===== config.mk =====
export PLATFORM = sky130hd
export DESIGN_NAME = hit_indicator_flat
export DESIGN_NICKNAME = d
export VERILOG_FILES = /design/src/rtl/hit_indicator_pkg.sv /design/src/rtl/hit_indicator_if.sv /design/src/rtl/hit_indicator_lane.sv /design/src/rtl/hit_indicator.sv /design/src/flat_wrapper.sv
export SDC_FILE = /design/constraint.sdc
export NUM_CORES = 1
export LEC_CHECK = 0
export ABC_AREA = 1
export CAP_MARGIN = 10
export CORE_MARGIN = 5
export CORE_UTILIZATION = 40
export CTS_CLUSTER_SIZE = 10
export DETAILED_ROUTE_END_ITERATION = 12
export PLACE_DENSITY_LB_ADDON = 0.3
export SLEW_MARGIN = 20
export SYNTH_ARGS = -nofsm -noshare
export SYNTH_HDL_FRONTEND = slang
export SYNTH_HIERARCHICAL = 1
export SYNTH_SLANG_ARGS = --single-unit
export TNS_END_PERCENT = 1

===== constraint.sdc =====
create_clock -name clk -period 3.8 [get_ports clk]
set_input_delay 0.57 -clock clk [delete_from_list [all_inputs] [get_ports clk]]
set_output_delay 0.57 -clock clk [all_outputs]
set_load 0.005 [all_outputs]

===== src/rtl/hit_indicator_pkg.sv =====
// Shared definitions for the hit indicator lanes: the lane-state encoding,
// default timing constants and a counter-width helper.
package hit_indicator_pkg;

    typedef enum logic [1:0] {
        IDLE = 2'd0,
        ON   = 2'd1,
        GAP  = 2'd2
    } lane_state_t;

    localparam int DEFAULT_LANES      = 4;
    localparam int DEFAULT_ON_CYCLES  = 3;
    localparam int DEFAULT_GAP_CYCLES = 2;

    // The down-counter must hold the larger of the two phase lengths.
    function automatic int counterWidth(input int onCycles, input int gapCycles);
        int maxCycles;
        maxCycles = (onCycles > gapCycles) ? onCycles : gapCycles;
        return (maxCycles < 1) ? 1 : $clog2(maxCycles + 1);
    endfunction

endpackage


===== src/rtl/hit_indicator_if.sv =====
// Event/indicator bundle between the game logic (master) and the indicator
// driver (slave): hit pulses in, registered led/busy/drop levels out.
interface hit_indicator_if
    import hit_indicator_pkg::*;
#(
    parameter int LANES = DEFAULT_LANES
);
    logic [LANES-1:0] hit;
    logic [LANES-1:0] led;
    logic [LANES-1:0] busy;
    logic [LANES-1:0] drop;

    modport master (output hit, input led, input busy, input drop);
    modport slave  (input hit, output led, output busy, output drop);
endinterface


===== src/rtl/hit_indicator_lane.sv =====
// One indicator lane: stretches a hit pulse into an ON period followed by a
// mandatory GAP, with a single pending slot for a hit that arrives while busy.
module hit_lane
    import hit_indicator_pkg::*;
#(
    parameter int ON_CYCLES  = DEFAULT_ON_CYCLES,
    parameter int GAP_CYCLES = DEFAULT_GAP_CYCLES
) (
    input  logic clk,
    input  logic rst,
    input  logic i_hit,
    output logic o_led,
    output logic o_busy,
    output logic o_drop
);

    localparam int CW = counterWidth(ON_CYCLES, GAP_CYCLES);
    localparam logic [CW-1:0] ON_LOAD  = CW'(ON_CYCLES - 1);
    localparam logic [CW-1:0] GAP_LOAD = CW'(GAP_CYCLES - 1);

    lane_state_t   r_state;
    logic [CW-1:0] r_count;
    logic          r_pending;
    logic          r_led;
    logic          r_busy;
    logic          r_drop;

    // Lane FSM; led/busy are decoded from the next state so they are registered.
    always_ff @(posedge clk) begin
        if (rst) begin
            r_state   <= IDLE;
            r_count   <= '0;
            r_pending <= 1'b0;
            r_led     <= 1'b0;
            r_busy    <= 1'b0;
            r_drop    <= 1'b0;
        end else begin
            r_drop <= 1'b0;
            case (r_state)
                IDLE: begin
                    if (i_hit) begin
                        r_state <= ON;
                        r_count <= ON_LOAD;
                        r_led   <= 1'b1;
                        r_busy  <= 1'b1;
                    end
                end
                ON: begin
                    if (r_count == '0) begin
                        r_state <= GAP;
                        r_count <= GAP_LOAD;
                        r_led   <= 1'b0;
                    end else begin
                        r_count <= r_count - CW'(1);
                    end
                    if (i_hit) begin
                        if (r_pending) r_drop    <= 1'b1;
                        else           r_pending <= 1'b1;
                    end
                end
                GAP: begin
                    if (r_count == '0) begin
                        if (r_pending || i_hit) begin
                            r_state   <= ON;
                            r_count   <= ON_LOAD;
                            r_led     <= 1'b1;
                            r_pending <= r_pending & i_hit;
                        end else begin
                            r_state <= IDLE;
                            r_busy  <= 1'b0;
                        end
                    end else begin
                        r_count <= r_count - CW'(1);
                        if (i_hit) begin
                            if (r_pending) r_drop    <= 1'b1;
                            else           r_pending <= 1'b1;
                        end
                    end
                end
                default: begin
                    r_state   <= IDLE;
                    r_count   <= '0;
                    r_pending <= 1'b0;
                    r_led     <= 1'b0;
                    r_busy    <= 1'b0;
                end
            endcase
        end
    end

    assign o_led  = r_led;
    assign o_busy = r_busy;
    assign o_drop = r_drop;

endmodule


===== src/rtl/hit_indicator.sv =====
// Multi-lane indicator driver: one independent hit_lane per bit of the bus.
module hit_indicator
    import hit_indicator_pkg::*;
#(
    parameter int LANES      = DEFAULT_LANES,
    parameter int ON_CYCLES  = DEFAULT_ON_CYCLES,
    parameter int GAP_CYCLES = DEFAULT_GAP_CYCLES
) (
    input  logic            clk,
    input  logic            rst,
    hit_indicator_if.slave  bus
);

    logic [LANES-1:0] w_led;
    logic [LANES-1:0] w_busy;
    logic [LANES-1:0] w_drop;

    // Lanes share nothing but clock and reset; no arbitration between them.
    for (genvar g = 0; g < LANES; g++) begin : g_lane
        hit_lane #(
            .ON_CYCLES  (ON_CYCLES),
            .GAP_CYCLES (GAP_CYCLES)
        ) u_lane (
            .clk    (clk),
            .rst    (rst),
            .i_hit  (bus.hit[g]),
            .o_led  (w_led[g]),
            .o_busy (w_busy[g]),
            .o_drop (w_drop[g])
        );
    end

    assign bus.led  = w_led;
    assign bus.busy = w_busy;
    assign bus.drop = w_drop;

endmodule


===== src/flat_wrapper.sv =====
// flat-port wrapper written by rule: the top's interface ports become plain ports
module hit_indicator_flat import hit_indicator_pkg::*;
#(
    parameter int LANES      = DEFAULT_LANES,
    parameter int ON_CYCLES  = DEFAULT_ON_CYCLES,
    parameter int GAP_CYCLES = DEFAULT_GAP_CYCLES
)
  (clk, rst, bus_hit, bus_led, bus_busy, bus_drop);
  hit_indicator_if #(.LANES(LANES)) bus_i ();
  input  logic clk;
  input  logic rst;
  input wire logic [$bits(bus_i.hit)-1:0] bus_hit;
  output wire logic [$bits(bus_i.led)-1:0] bus_led;
  output wire logic [$bits(bus_i.busy)-1:0] bus_busy;
  output wire logic [$bits(bus_i.drop)-1:0] bus_drop;
  assign bus_i.hit = bus_hit;
  assign bus_led = bus_i.led;
  assign bus_busy = bus_i.busy;
  assign bus_drop = bus_i.drop;
  hit_indicator #(.LANES(LANES), .ON_CYCLES(ON_CYCLES), .GAP_CYCLES(GAP_CYCLES)) u_core (.clk(clk), .rst(rst), .bus(bus_i));
endmodule

* Word-level counts from Yosys, hierarchy flattened
Cells that the tools add are included.
Word-level totals: flip-flop bits (word level) 32, bits in latches 0, memory bits (writable) 0, memory bits (read-only) 0, bits of input ports 6, output and inout port bits 12, word-level logic and storage cells 208, memories kept 0
Operators by class: $add $sub $neg 4, $mul 0, divide/modulo/power cells 0, $lt $le $gt $ge 0, eq/ne operators 32, shift-type cells 0, muxes and demuxes 104, bitwise logic cells 12, reduce and logical (&&, ||, !) cells 32
Operators by type and width (count):
- 2-bit 2-to-1 mux | 28
- 1-bit 2-to-1 mux | 52
- 2-bit case mux with 3 select lines | 8
- 2-bit != test, second input constant | 20
- 1-bit case mux with 3 select lines | 12
- 4-bit AND reduction | 8
- 2-bit zero test | 8
- 2-bit AND reduction | 8
- 3-bit != test, second input constant | 4
- 3-bit AND reduction | 4
- 2-bit by 1-bit == test with 1-bit output, second input constant | 4
- 2-bit == test, second input constant | 4
- 1-bit NOT | 8
- 1-bit case mux with 2 select lines | 4
- 2-bit by 1-bit subtractor with 2-bit output, second input constant | 4
- 1-bit bitwise AND | 4
- 1-bit logical OR | 4

* Longest topological paths before layout
Gate-level depths: netlist of the first run.
depth after elaboration 4, depth in mapped cells 10, gate-level depth less buffers 10

* By module
Netlist of the first run, hierarchy kept.
By module, submodules not included:
- hit_lane | instances 4, cells each 87, area each 585.6 um^2, sequential area each 160.2 um^2

* Least setup slack after synthesis of the first run
Ideal clock, no wire load.
path kind reg2reg, start point register u_core.g_lane[0].u_lane.r_state[0], end point register u_core.g_lane[0].u_lane.r_count[0], library setup time 111 ps, arrival 1162 ps, data required time 3689 ps, slack 2527 ps, stages on the path, launching flop included 9, path buffers 0, clock period less this slack 1273 ps, path through dfxtp_1 > inv_1 > ha_1 > inv_1 > nor2_1 > a21oi_1 > nor2_1 > nor2_1 > nor2_1
Between the ends: longest elaborated chain between the ends 3, elaborated cells between the ends (all ways) 7, those cells by class eq/ne (4); mux (1); reduce/logical (2)
Ends and longest elaborated chain:
- from (decl) | line hit_indicator_lane.sv:21 | lane_state_t r_state;
- from (signal assigned) | line hit_indicator_lane.sv:31 | r_state <= IDLE;
- from (signal assigned) | line hit_indicator_lane.sv:42 | r_state <= ON;
- from (signal assigned) | line hit_indicator_lane.sv:50 | r_state <= GAP;
- 2-bit == test / 2-bit zero test (equally long branches) | line hit_indicator_lane.sv:39 | case (r_state)
- 3-bit != test (no line) / 2-bit != test (equally long branches)
- 2-bit AND reduction (no line)
- to (signal assigned) | line hit_indicator_lane.sv:54 | r_count <= r_count - CW'(1);
- to (signal assigned) | line hit_indicator_lane.sv:73 | r_count <= r_count - CW'(1);
- to (decl) | line hit_indicator_lane.sv:22 | logic [CW-1:0] r_count;
Several ways; a longest one is shown, not always the timed one. A chain may end at the register's enable or synchronous reset.

==> impl_metrics.csv, run 1 <==
group,metric,value,unit
setup_path,cp_data_arrival_time,1.91,ns
cells_and_area,nNetsFinal,410,
route,routed_wl,4580,um
clock_tree,root_buffer,"clkbuf_8",
yosys,synth.avg_cell_area,6.73,um^2
outcome,status,"finished, final reports clean",
setup_path,crit_path_end_kind,"flop",
timing,skew,0.00636,ns
yosys,netlist_area,0.00234,mm^2
global_routing,grt_pass1_wl,8020,um
power,ir_drop,0.336,mV
clock_tree,post_cts_buffers,0,
global_routing,overflow,0,
place,io_buffer_count,17,
power,sw_frac_of_total,0.457,
place,gp_congestion,0.833,
floorplanning,initial_core_util,0.418,
route,drcViolationCount,0,
floorplanning,pin_count,18,
cells_and_area,regArea,641,um^2
power,clock_power_share,0.156,
setup_path,path_max_fanout,16,
clock_tree,cts_resized,0,
route,dr.pass1.iters,4,
timing,tightest_slew,0.684,ns
yosys,synthCells,348,
cells_and_area,drive_above_1_share,0.0724,
cells_and_area,antenna_cells,0,
global_routing,antenna_found_initial,0,
job,max-cap-violations,0,
timing,fin_setup_tns,0,ns
yosys,yosysTopAreaCell,"dfxtp_1",
timing,period_share,0.455,
route,wl_per_cell,10.3,um
power,p_switching,0.000972,W
clock_tree,cts-htree-levels,2,
power,seqPwrFrac,0.275,
route,ant_nets,0,
timing,fmaxAchievable,0.578,GHz
clock_tree,path_clk_slew,0.07,ns
floorplanning,chipHeight,86.5,um
yosys,synth.area.top_cells,"dfxtp_1, ha_1, nand2_1",
route,vias,2061,
power,combPwrFrac,0.569,
clock_tree,cts_inserted_buffers,5,
timing,drv_slew,0,
cells_and_area,nFillCells,585,
timing,rsz0062_at_grt,"false",
place,dp_hpwl,3460,um
cells_and_area,multi_input_area,0.00146,mm^2
clock_tree,ctsHoldBuffers,0,
yosys,yosys_warnings,6,
timing,slew_headroom,0.543,
global_routing,grt_pass1_vias,1848,
floorplanning,die_w,86.5,um
yosys,seq_area_frac_synth,0.274,
cells_and_area,syn2layout_area_growth,15.7,%
place,dp.cells,437,
global_routing,grt_max_degree,17,
power,power-per-cell-area,784,mW/mm^2
yosys,synth-seq-cells,32,
cells_and_area,final_area,0.00271,mm^2
power,p_int,0.00115,W
clock_tree,cts_tree,"built",
cells_and_area,fin_cells,445,
clock_tree,clk-insertion-delay-late,0.29,ns
setup_path,worstPathRequired,3.98,ns
timing,timing.final.crit_period,1.73,ns
floorplanning,coreArea,0.00561,mm^2
yosys,synth_fp_nets,386,
setup_path,crit_path_start_kind,"input pin",
power,power.leakage,1.36,nW
clock_tree,clock_path_buffers,2,
setup_path,path_class,"in -> reg",
clock_tree,cts.sink_count,32,
power,p_total,0.00212,W
place,placed_area,0.00260,mm^2
floorplanning,num_rows,27,
route,via_per_inst,4.63,
timing,finalHoldViolations,0,
worst_hold_path,hp-class,"reg -> reg",
yosys,synth_cell_types,16,
global_routing,grt_usage,0.132,
timing,finalSetupViolCount,0,
yosys,synth_top_area_frac,0.274,
floorplanning,dieArea,0.00749,mm^2
route,dr.first_iter.drc_count,53,
## worst max-delay path, cell delays in order
cell and delay (ns):
clkdlybuf4s50_1 0.91, inv_1 0.24, o21ai_0 0.13, a21oi_1 0.06
## per-stage QoR
| step | util | setup slack (ns) | hold WS, ns |
|---|---|---|---|
| floorplan | - | 2.53 | 0.461 |
| global placement | 0.464 | 1.79 | 0.453 |
| detailed placement | 0.464 | 1.74 | 0.458 |
| CTS | 0.483 | 2.06 | 0.476 |
| global route | 0.483 | 1.89 | 0.498 |
| finish | 0.483 | 2.07 | 0.473 |
## Yosys cell counts, drive strengths merged
library cell	n
nand2	84
nor2	72
inv	64
dfxtp	32
ha	32
a21oi	24
nand3	16
o21ai	12
a21boi	4
a31oi	4
nand4	4
## final cells by class
class                           instances  share of cell area
Timing Repair Buffer                   17              0.0628
Sequential cell                        32               0.236
Multi-Input combinational cell        252               0.539
Inverter                               64              0.0886
Clock buffer                            6              0.0268
Clock inverter                          2              0.0129
Tap cell                               72              0.0332
## worst paths after layout
check	startpoint	end	slack [ns]	cells after the start
worst min-delay path	u_core/g_lane[0].u_lane/o_busy	u_core/g_lane[0].u_lane/o_busy	0.47	2
worst min register to register	u_core/g_lane[0].u_lane/o_busy	u_core/g_lane[0].u_lane/o_busy	0.47	2
worst max register to register	u_core/g_lane[1].u_lane/r_state[0]	u_core/g_lane[1].u_lane/r_count[0]	2.25	8
worst max-delay path	rst	u_core/g_lane[0].u_lane/r_pending	2.07	4
## power groups by stage
stage | Clock (W) | Combinational, W | Sequential (W)
finish | 0.000331 | 0.00121 | 0.000585
global route | 0.000360 | 0.00137 | 0.000608
CTS | 0.000346 | 0.00121 | 0.000584
detailed placement | 0 | 0.00120 | 0.000589
global placement | 0 | 0.00119 | 0.000587
floorplan | 0 | 0.000923 | 0.000572
## cell families (layout without fill, tap and decap cells)
kind of cell	Yosys count	in the layout	synth area share
buffers and inverters	64	89	0.103
AND/OR/NAND/NOR	176	176	0.353
adder cells (fa/ha/maj)	32	32	0.171
flip-flops	32	32	0.274
AO/OA/AOI/OAI	44	44	0.100
## cells in the final DEF, fill, tap and decap left out
| master | Yosys | layout |
|---|---|---|
| a21boi_0 | 4 | 4 |
| a21oi_1 | 24 | 24 |
| a31oi_1 | 4 | 4 |
| bufinv_16 | 0 | 1 |
| clkbuf_1 | 0 | 1 |
| clkbuf_8 | 0 | 5 |
| clkdlybuf4s50_1 | 0 | 17 |
| clkinv_2 | 0 | 1 |
| dfxtp_1 | 32 | 32 |
| ha_1 | 32 | 32 |
| inv_1 | 60 | 60 |
| inv_2 | 4 | 4 |
| nand2_1 | 76 | 76 |
| nand2_4 | 8 | 8 |
| nand3_1 | 16 | 16 |
| nand4_1 | 4 | 4 |
| nor2_1 | 64 | 64 |
| nor2_2 | 4 | 4 |
| nor2_8 | 4 | 4 |
| o21ai_0 | 8 | 8 |
| o21ai_1 | 4 | 4 |
## sequential cells by signal, summed over array words and instances, names as in the netlist
register	count
u_core/g_lane.u_lane/r_count	8
u_core/g_lane.u_lane/r_state	8
u_core/g_lane.u_lane/o_busy	4
u_core/g_lane.u_lane/o_drop	4
u_core/g_lane.u_lane/o_led	4
u_core/g_lane.u_lane/r_pending	4
## metal layers
metal	vias to the layer above	wire length, um	track usage
li1	1125	-	-
met1	896	2280	0.163
met2	33	2020	0.217
met3	7	210	0.0342
met4	0	68	0.0538
met5	-	0	0
(Power assumes the default switching activity.)
==> run 2, diff against run 1 <==
==> constraint.sdc (replaced) <==
create_clock -name clk -period 1.73 [get_ports clk]
set_input_delay 0.2595 -clock clk [delete_from_list [all_inputs] [get_ports clk]]
set_output_delay 0.2595 -clock clk [all_outputs]
set_load 0.005 [all_outputs]
==> impl_metrics.csv, run 2 (synthesized netlist as in run 1, its figures left out) <==
group,metric,value,unit
outcome,status,"finished, final reports clean",
route,routed_wl,4710,um
global_routing,grt_pass1_vias,1961,
setup_path,cp_data_arrival_time,1.69,ns
timing,fin_setup_tns,0,ns
setup_path,r2r_setup_slack,0.23,ns
floorplanning,initial_core_util,0.418,
cells_and_area,syn2layout_area_growth,16.7,%
floorplanning,chipHeight,86.5,um
setup_path,ff2ff_path_depth,8,
clock_tree,clock_path_buffers,2,
worst_hold_path,hp-class,"reg -> reg",
setup_path,worstPathRequired,1.92,ns
timing,finalSetupViolCount,0,
global_routing,grt_max_degree,11,
cells_and_area,multi_input_area,0.00146,mm^2
cells_and_area,final_common_cell,"nand2_1",
route,vias,2096,
clock_tree,clk-insertion-delay-late,0.28,ns
setup_path,critPathBufInv,2,
cells_and_area,nFillCells,587,
floorplanning,die_w,86.5,um
global_routing,antenna_found_initial,0,
floorplanning,num_rows,27,
setup_path,crit_path_end_kind,"flop",
power,power-per-cell-area,1710,mW/mm^2
worst_hold_path,min_from,"u_core/g_lane[3].u_lane/o_busy",
setup_path,cp_slowest_cell,"dfxtp_1",
timing,fmaxAchievable,0.668,GHz
timing,timing.final.crit_period,1.50,ns
route,ant_nets,0,
setup_path,rr_endpoint,"u_core/g_lane[2].u_lane/r_count[0]",
global_routing,grt_usage,0.133,
setup_path,path_max_fanout,6,
route,dr.first_iter.drc_count,49,
job,max-cap-violations,0,
setup_path,worst-path-stages,8,
setup_path,crit_path_frequent_cell,"nor2_1",
route,drcViolationCount,0,
power,ir_drop,0.816,mV
cells_and_area,nNetsFinal,413,
power,p_total,0.00468,W
timing,finalHoldViolations,0,
setup_path,crit_path_start_kind,"flop",
route,wl_per_cell,10.5,um
clock_tree,cts_resized,0,
global_routing,overflow,0,
clock_tree,post_cts_buffers,0,
timing,layout_setup_ws,0.232,ns
route,dr.pass1.iters,4,
cells_and_area,regArea,641,um^2
place,dp_slack,0.224,ns
timing,drv_slew,0,
timing,tightest_slew,0.418,ns
timing,period_share,0.866,
setup_path,crit_family,"flip-flops",
floorplanning,coreArea,0.00561,mm^2
clock_tree,cts_tree,"built",
place,io_buffer_count,17,
cells_and_area,antenna_cells,0,
clock_tree,root_buffer,"clkbuf_8",
timing,slew_headroom,0.721,
place,gp_congestion,0.883,
setup_path,reg2reg_from,"u_core/g_lane[2].u_lane/r_state[0]",
global_routing,grt_pass1_wl,8370,um
cells_and_area,final_cell_mix,"nand2_1, nor2_1, inv_1",
clock_tree,cts.sink_count,32,
setup_path,endpoint,"u_core/g_lane[2].u_lane/r_count[0]",
clock_tree,path_clk_slew,0.08,ns
setup_path,path_class,"reg -> reg",
power,power.leakage,1.37,nW
floorplanning,pin_count,18,
clock_tree,ctsHoldBuffers,0,
timing,rsz0062_at_grt,"false",
timing,skew,0.00892,ns
clock_tree,cts_inserted_buffers,5,
route,via_per_inst,4.68,
setup_path,worstSetupStartpoint,"u_core/g_lane[2].u_lane/r_state[0]",
cells_and_area,top_regs,"u_core/g_lane.u_lane/r_count x8, u_core/g_lane.u_lane/r_state x8",
cells_and_area,drive_above_1_share,0.0798,
place,dp_hpwl,3600,um
clock_tree,cts-htree-levels,2,
setup_path,slowest_delay,0.40,ns
setup_path,path_cells,"inv_1 -> ha_1 -> inv_1 -> nor2_1 -> a21oi_1 -> nor2_1 -> nor2_1 -> nor2_1",
floorplanning,dieArea,0.00749,mm^2
## run 2: cell types whose count changed in the layout (fill, tap and decap cells not counted), sizes merged
cell  before  now
buf        0    3
## run 2: final cells by class
type | instances | area share
multi-input cells | 252 | 0.535
flip-flops and latches | 32 | 0.234
inverters | 64 | 0.0879
repair buffers | 20 | 0.0705
well taps | 72 | 0.0330
clock buffers | 6 | 0.0266
clock inverters | 2 | 0.0128
## run 2: metrics by stage
step / util / cell area [um^2] / hold slack (ns) / std cells
2_1_floorplan: - / 2340 / 0.329 / 348
3_3_place_gp: 0.468 / 2630 / 0.456 / 440
3_5_place_dp: 0.468 / 2630 / 0.473 / 440
4_1_cts: 0.487 / 2730 / 0.489 / 448
5_1_grt: 0.487 / 2730 / 0.503 / 448
6_report: 0.487 / 2730 / 0.485 / 448
## run 2: power breakdown
part           leakage (nW)  total, W  internal (W)  switching [W]
clock                0.0552  0.000725      0.000428       0.000297
combinational          1.05   0.00267       0.00108        0.00160
sequential            0.264   0.00129       0.00103       0.000254
## run 2: tightest hold or removal path, delay by kind of cell, from the launching register on
kind	cells	cell delay (ns)
DFF	1	0.34
AOI/OAI and AO/OA	1	0.05
and+or+nand+nor	1	0.07
## run 2: how the worst min path moves through the flow
stage | end | cells after the start
after floorplan | u_core/g_lane[0].u_lane/r_count[1] | 1
after global placement | u_core/g_lane[1].u_lane/o_busy | 2
after detailed placement | u_core/g_lane[3].u_lane/o_busy | 2
after CTS | u_core/g_lane[3].u_lane/o_busy | 2
after global routing | u_core/g_lane[1].u_lane/o_busy | 2
final | u_core/g_lane[3].u_lane/o_busy | 2
## run 2: routing by layer
metal	routed length [um]	global-route usage
met5	0	0
met4	25	0.0283
met3	190	0.0352
met2	2140	0.228
met1	2360	0.167
